`src/rtl/adder_full_nbit.sv`:
```
// Registered n-bit ripple-carry adder built from one full-adder stage per bit.
// Define ADDER_FULL_NBIT_OVF_EN to add the registered signed-overflow output ovf.
module adder_full_nbit #(
   parameter int n = 8
) (
   input  logic         clk,
   input  logic         rst,
   input  logic         in_valid,
   input  logic [n-1:0] X,
   input  logic [n-1:0] Y,
   input  logic         Cin,
   output logic [n-1:0] sum,
   output logic         carry,
   output logic         out_valid
`ifdef ADDER_FULL_NBIT_OVF_EN
   ,
   output logic         ovf
`endif
);

   logic [n:0]   c;
   logic [n-1:0] s;

   logic [n-1:0] sum_d, sum_q;
   logic         carry_d, carry_q;
   logic         out_valid_d, out_valid_q;

   assign c[0] = Cin;

   // One full-adder cell per bit; each stage sees only its own operand bits and incoming carry.
   for (genvar i = 0; i < n; i++) begin : g_stage
      assign s[i]   = X[i] ^ Y[i] ^ c[i];
      assign c[i+1] = (X[i] & Y[i]) | (c[i] & (X[i] ^ Y[i]));
   end

   always_comb begin
      sum_d       = sum_q;
      carry_d     = carry_q;
      out_valid_d = in_valid;
      if (in_valid) begin
         sum_d   = s;
         carry_d = c[n];
      end
   end

   always_ff @(posedge clk or posedge rst) begin
      if (rst) begin
         sum_q       <= '0;
         carry_q     <= 1'b0;
         out_valid_q <= 1'b0;
      end else begin
         sum_q       <= sum_d;
         carry_q     <= carry_d;
         out_valid_q <= out_valid_d;
      end
   end

   assign sum       = sum_q;
   assign carry     = carry_q;
   assign out_valid = out_valid_q;

`ifdef ADDER_FULL_NBIT_OVF_EN
   logic ovf_d, ovf_q;

   // Signed overflow: carry into the sign bit differs from carry out of it.
   always_comb begin
      ovf_d = ovf_q;
      if (in_valid) ovf_d = c[n] ^ c[n-1];
   end

   always_ff @(posedge clk or posedge rst) begin
      if (rst) ovf_q <= 1'b0;
      else     ovf_q <= ovf_d;
   end

   assign ovf = ovf_q;
`endif

endmodule

```
`config.mk`:
```
export PLATFORM = sky130hd
export DESIGN_NAME = adder_full_nbit
export DESIGN_NICKNAME = d
export VERILOG_FILES = /design/src/rtl/adder_full_nbit.sv
export SDC_FILE = /design/constraint.sdc
export NUM_CORES = 1
export LEC_CHECK = 0
export ABC_AREA = 1
export CORE_MARGIN = 1
export CORE_UTILIZATION = 30
export CTS_CLUSTER_DIAMETER = 60
export DETAILED_ROUTE_END_ITERATION = 10
export HOLD_SLACK_MARGIN = 0.06
export PLACE_DENSITY = 0.64
export REMOVE_ABC_BUFFERS = 1
export SYNTH_ARGS = -nofsm -noshare
export SYNTH_HDL_FRONTEND = slang
export SYNTH_SLANG_ARGS = --single-unit
```
`constraint.sdc`:
```
create_clock -name clk -period 0.95 [get_ports clk]
set_clock_uncertainty 0.2 [all_clocks]
set_input_delay 0.19 -clock clk [delete_from_list [all_inputs] [get_ports clk]]
set_output_delay 0.19 -clock clk [all_outputs]
set_load 0.02 [all_outputs]
```
# Yosys cells after proc, flatten, opt, wreduce, memory -nomap -nowiden
# Index checks and enable logic that the tools add are counted.
# totals
register_bits,10
output_inout_bits,10
in_bits,20
elab_cells,43
# classes
n_bitwise,40
# op_table
cell,n
1-bit bitwise AND,16
1-bit XOR,16
1-bit bitwise OR,8

# Longest topological paths before layout
# Gate-level depths: netlist of the first run.
# depth
word_depth,17
ltp_mapped,14
mapped_depth_nobuf,14

# Least setup slack after synthesis of the first run
# Ideal clock, no wire load.
# synth_timing
path_type,in2reg
from,in X[0]
to,"reg sum_q[7], in the netlist sum[7]"
n_path_buf,0
arrival_time_ns,3.304
path_slack_ns,-2.619
setup_ns,0.065
required_ns,0.685
path_stages,14
path_cell_list,fa_1 -> inv_1 -> fa_1 -> inv_1 -> fa_1 -> fa_1 -> fa_1 -> fa_1 -> fa_1 -> inv_1 -> fa_1 -> inv_1 -> nand2_1 -> nand2_1
# synth_between
elab_chain_cells,16
word_cells_on_any_way,17
cone_classes,bitwise (17)
# synth_lines
element,line,text
from (decl),9,"input logic [n-1:0] X,"
1-bit XOR,33,assign c[i+1] = (X[i] & Y[i]) | (c[i] & (X[i] ^ Y[i]));
1-bit bitwise AND,33,
1-bit bitwise OR (*),33,
1-bit bitwise AND (*),33,
1-bit bitwise OR (*),33,
1-bit bitwise AND (*),33,
1-bit bitwise OR (*),33,
1-bit bitwise AND (*),33,
1-bit bitwise OR (*),33,
1-bit bitwise AND (*),33,
1-bit bitwise OR (*),33,
1-bit bitwise AND (*),33,
1-bit bitwise OR (*),33,
1-bit bitwise AND (*),33,
1-bit bitwise OR (*),33,
1-bit XOR (*),32,assign s[i] = X[i] ^ Y[i] ^ c[i];
to (signal assigned),52,sum_q <= sum_d;
to (decl),24,"logic [n-1:0] sum_d, sum_q;"
# Every way passes the cells marked *; elsewhere a longest branch is shown, timed or not.
# A chain may end at the register's enable or synchronous reset.

# Worst setup path after layout of the first run
# layout_timing
from,in Cin
to,"reg sum_q[7], in the netlist sum[7]"
# layout_between
elab_chain_cells,15
# layout_lines
element,line,text
from (decl),11,"input logic Cin,"
1-bit bitwise AND,33,
1-bit bitwise OR,33,
1-bit bitwise AND,33,
1-bit bitwise OR,33,
1-bit bitwise AND,33,
1-bit bitwise OR,33,
1-bit bitwise AND,33,
1-bit bitwise OR,33,
1-bit bitwise AND,33,
1-bit bitwise OR,33,
1-bit bitwise AND,33,
1-bit bitwise OR,33,
1-bit bitwise AND,33,
1-bit bitwise OR,33,
1-bit XOR,32,
# No other way between the ends.

==> results.toml, run 1 <==
[critical_path]
path_max_fanout = 1
path_cells = "buf_6 -> fa_2 -> inv_2 -> fa_2 -> inv_2 -> fa_2 -> fa_2 -> fa_2 -> fa_2 -> fa_2 -> inv_2 -> fa_1 -> inv_1 -> nand2_1 -> nand2_1"
crit_buf_inv = 5
cp_top_family = "adder cells"
path_class = "in2reg"
crit_required_ns = 0.95
cp-end-kind = "flip-flop"
r2r_setup_slack_ns = -0.09
crit_slowest_cell = "fa_1"
slowest_delay_ns = 0.41
cp_data_arrival_time_ns = 3.25
worstSetupStartpointType = "primary input"
crit_path_frequent_cell = "fa_2"

[global_route]
use_met1 = 0.160
grt_pass1_vias = 497
grt_pass1_wl_um = 2010
grt_use_total = 0.144
grt_max_degree = 11
gr-total-overflow = 0
grt-busiest-layer = "met2"
grt_util_met3 = 0.0238
antenna_found_initial = 0
grt_use_met2 = 0.234

[drt]
wl_um = 1100
ant_nets = 0
via_per_inst = 4.00
vias = 496
avgRoutedWirePerCell_um = 8.85
drc = 0
dr.pass1.iters = 4
drt_iter0_drc = 11

[cells_and_area]
layout-drive-gt1-share = 0.394
instances_no_fill = 124
syn2layout_area_growth_pct = 77.1
layout_common_cells = "nand2_1, clkdlybuf4s50_1, buf_6"
fin_nets = 129
final_common_cell = "nand2_1"
diodes = 0

[sta]
setup_viol = 18
final_max_slew_viol_count = 0
hold_viol = 0
max_slew_margin = 0.904
fin_ws_ns = -2.31
worst_pin_slew_ns = 0.143
fin_crit_ns = 3.26
period_share = 3.43
fin_tns_setup_ns = -13.29
max_freq_mhz = 307
rsz0062_at_grt = "yes"

[cts]
htreeDepth = 1
ctsLongestPathBuffers = 2
root_buffer = "clkbuf_4"
cts.sinks = 10
cts_tree = "done"
cts_made_buffers = 3
clk_latency_ns = 0.25
cts.clk_slew.worst_paths_ns = 0.06

[pwr]
pwr_density_cell_nw_per_um2 = 1390
swShare = 0.304
seq_power_share = 0.388
power.share.clock = 0.194
p_leak_nw = 0.518
finalPower_mw = 1.40
p_switching_mw = 0.425
ir_drop_uv = 507
power_frac_comb = 0.418
p_int_mw = 0.974

[placed_design]
hpwl_um = 921
portBuffers = 29
dp.cells = 116
place.gp.congestion = 0.712

[outcome]
status = "finished with violations"
violations = "negative setup slack"

[synthesis]
synth_area_um2 = 568
yosysUniqueCellTypes = 6
ys_seq_area_frac = 0.441
synthCells = 58
yosys_warnings = 0
syn_area_per_cell_um2 = 9.79
ys_ff_latch = 10

[floorplanning]
io_pins = 30
die-width_um = 45.5
core_area_um2 = 1750
dieArea_um2 = 2070
start_util = 0.325
die_h_um = 45.5
rows = 15

[min_path]
hold_path_class = "in2async"

[flow_run]
drv_cap = 0
==> tightest hold or removal path, stage by stage <==
cell and delay (ns):
clkdlybuf4s50_1 0.40, inv_1 0.09, buf_12 0.13
==> stage by stage <==
| stage | hold WS [ns] | setup WS, ns | cell area, µm² | utilization |
|---|---|---|---|---|
| detailed placement | 0.263 | -3.24 | 928 | 0.532 |
| global placement | 0.254 | -3.16 | 928 | 0.532 |
| CTS | 0.0337 | -2.49 | 976 | 0.559 |
| floorplan | -0.170 | -2.62 | 557 | - |
| global route | 0.0300 | -2.38 | 1010 | 0.576 |
| finish | 0.0293 | -2.31 | 1010 | 0.576 |
==> synth_stat cells <==
master | instances | area [µm²]
buf_6 | 1 | 11.3
inv_2 | 1 | 3.75
nand2_1 | 27 | 101
dfrtp_1 | 10 | 250
inv_1 | 11 | 41.3
fa_1 | 8 | 160
==> per-layer routing <==
layer,vias to the layer above,wire [µm]
li1,244,-
met1,232,423
met2,18,599
met3,2,47
met4,0,27
met5,-,0
==> repair_timing <==
item | CTS | global route
gates resized for setup | 87 | 1
pin swaps | 16 | 12
hold endpoints to repair | 10 | 10
buffers inserted | 1 | 4
cloned | 0 | 0
endpoints found under the setup margin | 19 | 18
==> power by group through the flow <==
stage	clock network, mW	registers [mW]	logic (mW)
6_report	0.272	0.543	0.585
5_1_grt	0.316	0.548	0.644
4_1_cts	0.287	0.544	0.555
3_5_place_dp	0	0.537	0.525
3_3_place_gp	0	0.535	0.518
2_1_floorplan	0	0.622	0.134
==> path summary, 6_finish.rpt <==
kind,startpoint,endpoint,depth (start not counted)
min reg2reg,sum[0],sum[0],2
max reg2reg,carry,carry,4
min in group clk,Cin,sum[0],4
min,rst,sum[5],3
max,Cin,sum[7],15
max in group asynchronous,rst,sum[0],3
==> cell type report <==
class / count / area (µm²)
Fill cell: 171 / 739
Timing Repair Buffer: 39 / 378
Multi-Input combinational cell: 35 / 279
Sequential cell: 10 / 250
Inverter: 12 / 45.0
Tap cell: 25 / 31.3
Clock buffer: 3 / 22.5
==> sequential cells by signal, indices dropped and copies added, names as in the netlist <==
signal	flops
sum	8
out_valid	1
carry	1
==> kinds of logic after synthesis <==
group / count (synthesis) / synth area share
flip-flops: 10 / 0.441
adder cells (fa/ha/maj): 8 / 0.282
AND/OR/NAND/NOR: 27 / 0.178
buffers and inverters: 13 / 0.0991
(Power assumes the default switching activity.)
==> inputs of run 2 (changes only) <==
--- a/config.mk
+++ b/config.mk
@@ -8,3 +8,2 @@
 export ABC_AREA = 1
-export CORE_MARGIN = 1
 export CORE_UTILIZATION = 30
--- a/constraint.sdc
+++ b/constraint.sdc
@@ -4,2 +4,2 @@
 set_output_delay 0.19 -clock clk [all_outputs]
-set_load 0.02 [all_outputs]
+set_load 0.05 [all_outputs]
==> run 2 against run 1 <==
  * The flow still finishes with violations (negative setup slack)
  * Combinational power rose by 51%
  * Wire length is 18% higher
  * First-iteration DRC count shrank 64%
  * Sequential power grew 4.8%
  * Final cell count rose by 0.81%
==> results.toml, run 2 (synthesized netlist as in run 1, its figures left out) <==
[cells_and_area]
diodes = 0
seq_area_um2 = 250
largest_register_ffs = 8
layout_common_cells = "nand2_1, clkdlybuf4s50_1, buf_12"
layout-drive-gt1-share = 0.400
final_common_cell = "nand2_1"
n_fill_cell = 151
syn2layout_area_growth_pct = 94.7
instances_no_fill = 125
multi_input_area_um2 = 279
fin_nets = 129
fin_area_um2 = 1110

[critical_path]
worstSetupStartpointType = "primary input"
path_cells = "buf_6 -> fa_2 -> inv_2 -> fa_2 -> inv_2 -> fa_2 -> fa_2 -> fa_2 -> fa_2 -> fa_2 -> inv_2 -> fa_1 -> inv_1 -> nand2_1 -> nand2_1"
r2r_setup_slack_ns = -0.14
crit_path_frequent_cell = "fa_2"
crit_slowest_cell = "fa_1"
timing.rr.start = "sum[3]"
cp_data_arrival_time_ns = 3.27
crit_required_ns = 0.95
r2r-end = "sum[3]"
path_max_fanout = 1
crit_buf_inv = 5
cp-end-kind = "flip-flop"
slowest_delay_ns = 0.39
cp_top_family = "adder cells"
rr_worst_depth = 4
path_class = "in2reg"

[cts]
htreeDepth = 1
cts.sinks = 10
clk_latency_ns = 0.26
cts_made_buffers = 3
root_buffer = "clkbuf_4"
cts_tree = "done"
cts.clk_slew.worst_paths_ns = 0.07
ctsLongestPathBuffers = 2

[sta]
rsz0062_at_grt = "yes"
max_freq_mhz = 306
period_share = 3.44
worst_pin_slew_ns = 0.203
hold_viol = 0
fin_ws_ns = -2.31
fin_crit_ns = 3.26
final_max_slew_viol_count = 0
max_slew_margin = 0.865
setup_viol = 19

[pwr]
ir_drop_uv = 641
pwr_density_cell_nw_per_um2 = 1660
finalPower_mw = 1.83
p_leak_nw = 0.550

[placed_design]
dp_slack_ns = -3.23
portBuffers = 29
place.gp.congestion = 0.727
dp.cells = 114
placed_cell_area_um2 = 1010
hpwl_um = 973

[outcome]
status = "finished with violations"
violations = "negative setup slack"

[floorplanning]
rows = 15
io_pins = 30
die_h_um = 45.5
start_util = 0.325
core_area_um2 = 1750
die-width_um = 45.5
dieArea_um2 = 2070

[min_path]
hold_path_class = "in2async"

[drt]
drt_iter0_drc = 4
avgRoutedWirePerCell_um = 10.4
drc = 0
wl_um = 1300
ant_nets = 0
vias = 509
dr.pass1.iters = 4
via_per_inst = 4.07

[global_route]
grt_use_total = 0.164
grt_pass1_wl_um = 2340
grt_max_degree = 11
gr-total-overflow = 0
grt_pass1_vias = 539
antenna_found_initial = 0

[flow_run]
drv_cap = 0
run 2: cell count changes in the layout (fill, tap and decap cells not counted):
cell,delta
buf_12,+10
clkinvlp_2,+1
buf_4,-1
buf_6,-10
dlygate4sd2_1,-1
clkbuf_8,+1
clkdlybuf4s50_1,+1
run 2: metrics by stage:
stage | util | hold slack [ns] | setup TNS, ns
floorplan | - | -0.170 | -13.48
global placement | 0.581 | 0.305 | -17.88
detailed placement | 0.581 | 0.306 | -18.22
CTS | 0.612 | 0.0141 | -14.94
global route | 0.634 | 0.0478 | -15.00
finish | 0.634 | 0.0189 | -14.06
run 2: worst max-delay path by stage:
| stage | start | end | slack, ns | cells after the start |
|---|---|---|---|---|
| 6_report | X[0] | sum[7] | -2.31 | 15 |
| 5_1_grt | X[0] | sum[7] | -2.43 | 15 |
| 3_5_place_dp | X[0] | sum[7] | -3.23 | 15 |
| 4_1_cts | X[0] | sum[7] | -2.49 | 15 |
| 3_3_place_gp | X[0] | sum[7] | -3.18 | 15 |
| 2_1_floorplan | X[0] | sum[7] | -2.62 | 14 |
run 2: power by group:
part           leakage (nW)  internal (mW)  total, mW  switching, mW
clock network        0.0210          0.232      0.381          0.149
logic                 0.408          0.463      0.885          0.422
registers             0.121          0.494      0.569         0.0743
run 2: final cells by class:
cell class / instances / share of cell area
tap: 25 / 0.0283
multi-input combinational: 35 / 0.252
timing repair inverter: 1 / 0.00452
inverter: 12 / 0.0407
timing repair buffer: 38 / 0.415
sequential: 10 / 0.226
clock buffer: 4 / 0.0328
run 2: what timing repair did:
action                                 in CTS  in global routing
setup endpoints to repair                  19                 20
setup buffers                               1                  5
pin swaps                                  17                 10
cloned                                      1                  0
gates resized for setup                    26                  1
endpoints found under the hold margin      10                 10
run 2: metal layers:
metal	track usage	part of all wire	up-vias
met4	0.0909	0.015	0
met5	0	0	-
met1	0.185	0.41	244
li1	-	-	247
met3	0.0238	0.022	2
met2	0.294	0.55	16
run 2: worst reg2reg max path, cell delays in order, from the launching register on:
cell and delay (ns):
dfrtp_1 0.42, buf_4 0.15, buf_4 0.12, nand2_1 0.05, nand2_1 0.05
